**config.mk**
```make
export PLATFORM = sky130hd
export DESIGN_NAME = gpio_config_loader
export DESIGN_NICKNAME = d
export VERILOG_FILES = /design/src/rtl/gpio_config_loader.sv
export SDC_FILE = /design/constraint.sdc
export NUM_CORES = 1
export LEC_CHECK = 0
export CAP_MARGIN = 15
export CORE_MARGIN = 2
export CORE_UTILIZATION = 30
export DETAILED_ROUTE_END_ITERATION = 6
export PLACE_DENSITY_LB_ADDON = 0.05
export SKIP_LAST_GASP = 1
export SYNTH_ARGS = -nofsm -noshare
export SYNTH_HDL_FRONTEND = slang
export SYNTH_SLANG_ARGS = --single-unit
```
**constraint.sdc**
```tcl
create_clock -name clock -period 6.04 [get_ports clock]
set_clock_uncertainty 0.2 [all_clocks]
set_input_delay 0.906 -clock clock [delete_from_list [all_inputs] [get_ports clock]]
set_output_delay 0.906 -clock clock [all_outputs]
set_load 0.005 [all_outputs]
```
**src/rtl/gpio_config_loader.sv**
```systemverilog
// Loads per-pad GPIO configuration words into the two serial chains, then strobes load.
// Optional: GPIO_LOADER_AUTOSTART_EN starts one sequence right after reset release.
module gpio_config_loader #(
    parameter int NUM_IO   = 38,
    parameter int CFG_BITS = 13,
    parameter int CLK_DIV  = 2
) (
    input  logic                clock,
    input  logic                reset,
    input  logic                start,
    output logic                busy,
    output logic                done,
    output logic [5:0]          cfg_addr,
    input  logic [CFG_BITS-1:0] cfg_rdata,
    output logic                serial_clock,
    output logic                serial_load,
    output logic                serial_resetn,
    output logic                serial_data_1,
    output logic                serial_data_2
);

    localparam int CHAIN_LEN = NUM_IO / 2;
    localparam int WW = (CHAIN_LEN > 1) ? $clog2(CHAIN_LEN) : 1;
    localparam int BW = (CFG_BITS > 1) ? $clog2(CFG_BITS) : 1;
    localparam int CW = $clog2(2 * CLK_DIV) + 1;

    typedef enum logic [2:0] {
        IDLE, FETCH_A, FETCH_B, FETCH_C,
        SHIFT_LO, SHIFT_HI, LOAD, DONE
    } state_t;

    state_t              r_state, w_state_nxt;
    logic [CW-1:0]       r_cnt, w_cnt_nxt;
    logic [BW-1:0]       r_bit, w_bit_nxt;
    logic [WW-1:0]       r_w, w_w_nxt;
    logic [CFG_BITS-1:0] r_sr1, w_sr1_nxt;
    logic [CFG_BITS-1:0] r_sr2, w_sr2_nxt;
    logic                r_start_q;
    logic                r_busy, r_done, r_sclk, r_load, r_resetn;
    logic [5:0]          r_addr;
    logic                w_auto;

`ifdef GPIO_LOADER_AUTOSTART_EN
    logic r_armed;

    always_ff @(posedge clock or posedge reset) begin
        if (reset) begin
            r_armed <= 1'b1;
        end else begin
            r_armed <= 1'b0;
        end
    end

    assign w_auto = r_armed;
`else
    assign w_auto = 1'b0;
`endif

    always_comb begin
        w_state_nxt = r_state;
        w_cnt_nxt   = r_cnt;
        w_bit_nxt   = r_bit;
        w_w_nxt     = r_w;
        w_sr1_nxt   = r_sr1;
        w_sr2_nxt   = r_sr2;
        unique case (r_state)
            IDLE: begin
                if (r_start_q) begin
                    w_state_nxt = FETCH_A;
                    w_w_nxt     = '0;
                end
            end
            FETCH_A: w_state_nxt = FETCH_B;
            FETCH_B: begin
                w_sr1_nxt   = cfg_rdata;
                w_state_nxt = FETCH_C;
            end
            FETCH_C: begin
                w_sr2_nxt   = cfg_rdata;
                w_bit_nxt   = BW'(CFG_BITS - 1);
                w_cnt_nxt   = '0;
                w_state_nxt = SHIFT_LO;
            end
            SHIFT_LO: begin
                if (r_cnt == CW'(CLK_DIV - 1)) begin
                    w_cnt_nxt   = '0;
                    w_state_nxt = SHIFT_HI;
                end else begin
                    w_cnt_nxt = r_cnt + CW'(1);
                end
            end
            SHIFT_HI: begin
                if (r_cnt == CW'(CLK_DIV - 1)) begin
                    w_cnt_nxt = '0;
                    w_sr1_nxt = {r_sr1[CFG_BITS-2:0], 1'b0};
                    w_sr2_nxt = {r_sr2[CFG_BITS-2:0], 1'b0};
                    if (r_bit != '0) begin
                        w_bit_nxt   = r_bit - BW'(1);
                        w_state_nxt = SHIFT_LO;
                    end else if (r_w != WW'(CHAIN_LEN - 1)) begin
                        w_w_nxt     = r_w + WW'(1);
                        w_state_nxt = FETCH_A;
                    end else begin
                        w_state_nxt = LOAD;
                    end
                end else begin
                    w_cnt_nxt = r_cnt + CW'(1);
                end
            end
            LOAD: begin
                if (r_cnt == CW'(2 * CLK_DIV - 1)) begin
                    w_cnt_nxt   = '0;
                    w_state_nxt = DONE;
                end else begin
                    w_cnt_nxt = r_cnt + CW'(1);
                end
            end
            DONE: w_state_nxt = IDLE;
            default: w_state_nxt = IDLE;
        endcase
    end

    // Outputs are registered from next-state so the chain pins are glitch-free
    always_ff @(posedge clock or posedge reset) begin
        if (reset) begin
            r_state   <= IDLE;
            r_cnt     <= '0;
            r_bit     <= '0;
            r_w       <= '0;
            r_sr1     <= '0;
            r_sr2     <= '0;
            r_start_q <= 1'b0;
            r_busy    <= 1'b0;
            r_done    <= 1'b0;
            r_sclk    <= 1'b0;
            r_load    <= 1'b0;
            r_resetn  <= 1'b0;
            r_addr    <= '0;
        end else begin
            r_state   <= w_state_nxt;
            r_cnt     <= w_cnt_nxt;
            r_bit     <= w_bit_nxt;
            r_w       <= w_w_nxt;
            r_sr1     <= w_sr1_nxt;
            r_sr2     <= w_sr2_nxt;
            r_start_q <= (r_state == IDLE) && (w_state_nxt == IDLE)
                         && (start || w_auto);
            r_busy    <= (w_state_nxt != IDLE);
            r_done    <= (w_state_nxt == DONE);
            r_sclk    <= (w_state_nxt == SHIFT_HI);
            r_load    <= (w_state_nxt == LOAD) && (w_cnt_nxt < CW'(CLK_DIV));
            r_resetn  <= 1'b1;
            if (w_state_nxt == FETCH_A) begin
                r_addr <= 6'(CHAIN_LEN - 1) - 6'(w_w_nxt);
            end else if (w_state_nxt == FETCH_B) begin
                r_addr <= 6'(CHAIN_LEN) + 6'(r_w);
            end
        end
    end

    assign busy          = r_busy;
    assign done          = r_done;
    assign cfg_addr      = r_addr;
    assign serial_clock  = r_sclk;
    assign serial_load   = r_load;
    assign serial_resetn = r_resetn;
    assign serial_data_1 = r_sr1[CFG_BITS-1];
    assign serial_data_2 = r_sr2[CFG_BITS-1];

endmodule

```
==> summary.md, run 1 <==
| Metric | Value |
|---|---|
| Power Density | `406 nW/um2` |
| Multi-input logic area | `1400 um2` |
| Horiz. Die Dim | `102 um` |
| 1st-pass router iterations | `4` |
| Clk pin slew, worst setup/hold paths | `100 ps` |
| Starting DRT DRC Count | `96` |
| Synth Cell Area | `2870 um2` |
| IO Pins | `29` |
| H-Tree Depth | `2` |
| Worst-Skew Late Latency | `300 ps` |
| Synth warn | `0` |
| Min-Delay Path Class | `reg -> reg` |
| Seq. cell area | `1330 um2` |
| Seq/Total Area, Yosys | `46.2%` |
| Final WS setup | `2590 ps` |
| DRT antenna net count | `0` |
| Fillers | `962` |
| Worst Path Arrival | `3470 ps` |
| Slowest stage delay, CP | `540 ps` |
| Post-synth top flop | `dfrtp_1` |
| Min Tclk post-route | `3450 ps` |
| Nets@finish | `358` |
| Initial antenna violation count | `0` |
| Fin. Hold Viols | `0` |
| Syn Nets | `337` |
| Drt via density | `4.87` |
| RSZ-0062 raised after global routing | `no` |
| Global-route wire length before repair | `11500 um` |
| WL per Instance | `14.3 um` |
| GRT Overall Usage | `14.1%` |
| CP max stage cell | `nor2b_1` |
| TritonCTS clock tree | `built` |
| Hold Crit Start | `r_sr1[12]$_DFFE_PP0P_` |
| Reg2Reg Depth | `11` |
| Cell with the most instances after synthesis | `dfrtp_1` |
| Syn Inst Count | `311` |
| Die Area | `10400 um2` |
| Number of flops mapped to enable cells by yosys | `0` |
| Max VDD drop | `113 uV` |
| Port Buf Inserts | `28` |
| Setup TNS | `0 ps` |
| Avg Cell Area, Syn | `9.23 um2` |
| GP Congestion | `0.766` |
| Hold_buf cts | `0` |
| Endpoints failing setup | `0` |
| Top area cells in the synthesized netlist | `dfrtp_1 46%, a21oi_1 7.2%, o21ai_0 5.1%` |
| Worst setup SP type | `flip-flop` |
| Post-synth top area share | `46.2%` |
| Worst rel slew slack | `52.5%` |
| Post_cts resized | `0` |
| Clock Tree Root | `clkbuf_8` |
| Clk buf depth | `2` |
| CP endpoint kind | `flip-flop` |
| Synth-to-layout area growth | `16.7%` |
| Hold path depth | `2` |
| Cell taking the most area after synthesis | `dfrtp_1` |
| Cell Chain, Critical Path | `inv_1 > ha_1 > nor2b_1 > and3_1 > a221o_1 > o21a_1 > o21ai_1 > ha_1 > nor3_4 > xnor2_1 > a221oi_2` |
| Total CTS buffers | `5` |
| Crit path buffers/inverters | `1` |
| Ratio of cells with drive above 1 in the final layout | `7.25%` |
| Hold Worst Slack | `289 ps` |
| Measured slew at the worst slew-check pin | `712 ps` |
| Pin count of the biggest net entering global routing | `54` |
| Worst reg-to-reg setup slack | `2590 ps` |
| Setup bufs post-CTS | `0` |
| Fin crit share | `57.2%` |
| Crit Path Class | `reg -> reg` |
| Post-Route WL | `6600 um` |
| Num rows | `35` |
| CP dominant cell by count | `ha_1` |
| Drt drc | `0` |
| Yosys cell types | `54` |
| Leak pwr | `1.36 nW` |
| Fin. max-slew vios | `0` |
| Die height | `102 um` |
| Max-Cap Viols | `0` |
| Clk sinks | `53` |
| Yosys reg bits | `53` |
| Commonest cells in the netlist | `53 x dfrtp_1, 41 x a21oi_1, 35 x nand2_1, 29 x o21ai_0, 24 x nor2_1` |
| Pre-CTS setup slack | `2590 ps` |
| Initial Util | `31.0%` |
| Crit-path max FO | `9` |
| Status | `finished, final reports clean` |
| N_diodes | `0` |
| Core area | `9240 um2` |
| Gr ovfl total | `0` |
| HPWL Detailed | `4650 um` |
| FF-to-FF End | `cfg_addr[4]$_DFFE_PP0P_` |
| Worst EP required | `6060 ps` |
| Hold Path Sink | `r_sr1[12]$_DFFE_PP0P_` |
| Top delay family on crit path | `simple AND/OR/NAND/NOR gates` |
| Vias | `2238` |
| FF-to-FF Start | `r_cnt[1]$_DFF_PP0_` |
| Async set or reset register ratio after synthesis | `100%` |
| Max Freq | `290 MHz` |
| Vias in the first global route | `2296` |
cell type report:
type / count / area share (%)
Inverter: 14 / 1.57
Timing Repair Buffer: 32 / 9.87
Multi-Input combinational cell: 226 / 41.9
Sequential cell: 53 / 39.6
Clock inverter: 1 / 0.150
Clock buffer: 5 / 2.06
Tap cell: 129 / 4.82
worst max-delay path by stage:
stage	start	end	cells past startpoint	slack [ps]
CTS	r_cnt[1]$_DFF_PP0_	cfg_addr[4]$_DFFE_PP0P_	11	2560
detailed placement	r_cnt[1]$_DFF_PP0_	cfg_addr[4]$_DFFE_PP0P_	11	2590
global placement	r_cnt[1]$_DFF_PP0_	cfg_addr[4]$_DFFE_PP0P_	11	2640
finish	r_cnt[1]$_DFF_PP0_	cfg_addr[4]$_DFFE_PP0P_	11	2590
global route	r_cnt[1]$_DFF_PP0_	cfg_addr[4]$_DFFE_PP0P_	11	2230
floorplan	r_w[0]$_DFF_PP0_	cfg_addr[4]$_DFFE_PP0P_	12	3290
cell usage in the layout (no fill, tap or decap), drive strengths merged, types with 5 or more instances in the layout:
cell and instances:
a21oi 41, a31oi 6, and2 12, clkbuf 5, clkdlybuf4s50 28, dfrtp 53
ha 10, inv 14, nand2 35, nor2 25, nor3 6, o21ai 31
xnor2 5
report_power, final:
part           switching (W)  total, W  internal, W
clock               0.000117  0.000194    0.0000769
sequential          0.000124  0.000612     0.000489
combinational       0.000298  0.000552     0.000254
total               0.000538   0.00136     0.000820
cell families (layout without fill, tap and decap cells):
kind of cell,count (synthesis),after routing,synth area share [%]
other,1,1,0.131
adder cells (fa/ha/maj),10,10,4.36
buffers and inverters,32,52,4.88
XOR/XNOR,7,7,2.14
flip-flops,53,53,46.2
AO/OA/AOI/OAI,103,103,22.1
AND/OR/NAND/NOR,102,102,19.0
multiplexers,3,3,1.22
registers in the layout (all words and copies together), names as in the netlist, 3 cells and up:
name / count
r_bit: 4
cfg_addr: 6
r_sr2: 13
r_w: 5
r_sr1: 13
r_cnt: 3
r_state: 3
metrics by stage:
step | std cells | power [W] | cell area [um2] | utilization (%)
after CTS | 459 | 0.00137 | 3320 | 35.9
after global placement | 453 | 0.00118 | 3250 | 35.1
after detailed placement | 453 | 0.00117 | 3250 | 35.1
after global routing | 460 | 0.00149 | 3350 | 36.2
final | 460 | 0.00136 | 3350 | 36.2
after floorplan | 311 | 0.00100 | 2870 | -
layer usage:
layer  share of wire (%)  vias up  global-route usage [%]
met5                   0        -                       0
met4                 1.1        0                    3.12
met3                 3.5        5                    2.76
met2                  47       35                    23.1
met1                  49     1071                    19.3
li1                    -     1127                       -
worst register-to-register path, cell delays in order, from the launching register on:
cell and delay (ps):
dfrtp_1 400, inv_1 80, ha_1 190, nor2b_1 540, and3_1 340, a221o_1 230, o21a_1 410, o21ai_1 150
ha_1 270, nor3_4 190, xnor2_1 100, a221oi_2 270
No activity file was read; power rests on OpenSTA's default activity.
==> run 2, diff against run 1 <==
==> constraint.sdc (replaced) <==
create_clock -name clock -period 3.47 [get_ports clock]
set_clock_uncertainty 0.2 [all_clocks]
set_input_delay 0.5205 -clock clock [delete_from_list [all_inputs] [get_ports clock]]
set_output_delay 0.5205 -clock clock [all_outputs]
set_load 0.005 [all_outputs]
==> run 2 against run 1 <==
Cell count rose by 1.7%; clock-buffer cell count rose by 2; utilization rose by 0.38 points; critical path type unchanged; via count rose by 0.63%; global-route usage fell by 0.27 points; highest routed layer unchanged; sequential share of layout area fell by 0.41 points; total power rose by 77%; hold slack got worse by 63 ps; sequential power rose by 70%.
==> summary.md, run 2 (synthesized netlist as in run 1, its figures left out) <==
| Metric | Value |
|---|---|
| Status | `finished, final reports clean` |
| Num rows | `35 (unchanged)` |
| Min-Delay Path Class | `in -> async` |
| Hold_buf cts | `0 (unchanged)` |
| Drt drc | `0 (unchanged)` |
| Endpoints failing setup | `0 (unchanged)` |
| Max Freq | `315 MHz (+8.6%)` |
| Total CTS buffers | `5 (unchanged)` |
| Worst Path Arrival | `3200 ps (-270 ps)` |
| Fin. Hold Viols | `0 (unchanged)` |
| Leak pwr | `1.39 nW (+1.6%)` |
| Post_cts resized | `0 (unchanged)` |
| Worst setup SP type | `flip-flop` |
| Fin. max-slew vios | `0 (unchanged)` |
| Port Buf Inserts | `28 (unchanged)` |
| RSZ-0062 raised after global routing | `no` |
| Setup bufs post-CTS | `0 (unchanged)` |
| Nets@finish | `364 (+1.7%)` |
| Clk sinks | `53 (unchanged)` |
| Die height | `102 um (unchanged)` |
| Drt via density | `4.81 (-1.1%)` |
| Most common cell after layout, fill and taps aside | `dfrtp_1` |
| GRT Overall Usage | `13.8% (-0.27 points)` |
| Worst EP required | `3490 ps (-2570 ps)` |
| Setup TNS | `0 ps (unchanged)` |
| Clock Tree Root | `clkbuf_8` |
| Core area | `9240 um2 (unchanged)` |
| Vias | `2252 (+0.63%)` |
| Worst-Skew Late Latency | `310 ps (about the same)` |
| Min Tclk post-route | `3180 ps (-273 ps)` |
| IO Pins | `29 (unchanged)` |
| Clk buf depth | `2 (unchanged)` |
| Pin count of the biggest net entering global routing | `27 (-50%)` |
| Crit Path Class | `reg -> reg` |
| HPWL Detailed | `4890 um (+5.2%)` |
| Starting DRT DRC Count | `86 (-10%)` |
| Power Density | `712 nW/um2 (+75%)` |
| WL per Instance | `14.4 um (+0.32%)` |
| Initial antenna violation count | `0 (unchanged)` |
| Global-route wire length before repair | `11200 um (-2.0%)` |
| Max VDD drop | `260 uV (+130%)` |
| Horiz. Die Dim | `102 um (unchanged)` |
| Ratio of cells with drive above 1 in the final layout | `8.85% (+1.6 points)` |
| Initial Util | `31.0% (unchanged)` |
| Max-Cap Viols | `0 (unchanged)` |
| Worst rel slew slack | `64.9% (+12 points)` |
| Vias in the first global route | `2289 (-0.30%)` |
| Inst Count DP | `460 (+1.5%)` |
| TritonCTS clock tree | `built` |
| Measured slew at the worst slew-check pin | `521 ps (-192 ps)` |
| CP endpoint kind | `flip-flop` |
| Final cell count without fillers | `468 (+1.7%)` |
| N_diodes | `0 (unchanged)` |
| H-Tree Depth | `2 (unchanged)` |
| Post-Route WL | `6730 um (+2.1%)` |
| Synth-to-layout area growth | `17.9%` |
| 1st-pass router iterations | `4 (unchanged)` |
| Fin crit share | `91.6% (+34 points)` |
| Crit-path max FO | `9 (unchanged)` |
| Most frequent cells in the layout | `53 x dfrtp_1, 41 x a21oi_1, 35 x nand2_1, 28 x o21ai_0, 28 x clkdlybuf4s50_1` |
| Die Area | `10400 um2 (unchanged)` |
| GP Congestion | `0.788 (+2.8%)` |
| Clk pin slew, worst setup/hold paths | `100 ps (about the same)` |
| DRT antenna net count | `0 (unchanged)` |
| Gr ovfl total | `0 (unchanged)` |
==> run 2: changes by cell type in the layout (fill, tap and decap cells not counted) <==
cell | previous run | this run
buf_4 | 3 | 10
clkbuf_1 | 0 | 2
clkinv_2 | 1 | 0
buf_16 | 1 | 0
clkinvlp_4 | 0 | 1
==> run 2: cell type report <==
cell class / instances / area [um2]
fillers: 968 / 5860
multi-input cells: 226 / 1400
flip-flops and latches: 53 / 1330
repair buffers: 38 / 355
well taps: 129 / 161
clock buffers: 7 / 76.3
inverters: 14 / 52.6
clock inverters: 1 / 7.51
==> run 2: path summary, 6_finish.rpt <==
check                                      start  cells after the start  slack [ps]                 endpoint
setup / recovery              r_cnt[1]$_DFF_PP0_                     11         290  cfg_addr[4]$_DFFE_PP0P_
hold / removal                             reset                      2         230     r_sr1[8]$_DFFE_PP0P_
setup reg to reg              r_cnt[1]$_DFF_PP0_                     11         290  cfg_addr[4]$_DFFE_PP0P_
hold reg to reg            r_sr1[12]$_DFFE_PP0P_                      2         290    r_sr1[12]$_DFFE_PP0P_
max in group asynchronous                  reset                      3        2250     r_bit[3]$_DFFE_PP0P_
min in group clock         r_sr1[12]$_DFFE_PP0P_                      2         290    r_sr1[12]$_DFFE_PP0P_
==> run 2: per-layer routing <==
layer | part of all wire [%] | vias to the layer above | wire length, um | GRT usage [%]
li1 | - | 1137 | - | -
met3 | 2.8 | 7 | 186 | 2.28
met5 | 0 | - | 0 | 0
met1 | 48 | 1075 | 3260 | 18.4
met4 | 1.3 | 0 | 87 | 3.85
met2 | 48 | 33 | 3200 | 23.2
==> run 2: report_power, final <==
group	total, W	switching (W)	internal (W)
Clock	0.000355	0.000211	0.000144
Combinational	0.00102	0.000560	0.000455
Sequential	0.00104	0.000186	0.000851
==> run 2: through the flow <==
stage / power, W / area (um2) / hold slack (ps) / setup WS [ps] / util (%)
2_1_floorplan: 0.00174 / 2870 / 250 / 717 / -
3_3_place_gp: 0.00208 / 3300 / 269 / 378 / 35.7
3_5_place_dp: 0.00208 / 3300 / 275 / 304 / 35.7
4_1_cts: 0.00245 / 3380 / 220 / 282 / 36.6
5_1_grt: 0.00263 / 3380 / 227 / 14.3 / 36.6
6_report: 0.00241 / 3380 / 225 / 291 / 36.6
==> run 2: critical path: stages, from the launching register on <==
cell,delay (ps)
dfrtp_1,410
inv_1,80
ha_1,190
nor2b_1,350
and3_1,270
a221o_1,240
o21a_1,400
o21ai_1,130
ha_1,260
nor3_4,200
xnor2_1,100
a221oi_2,260
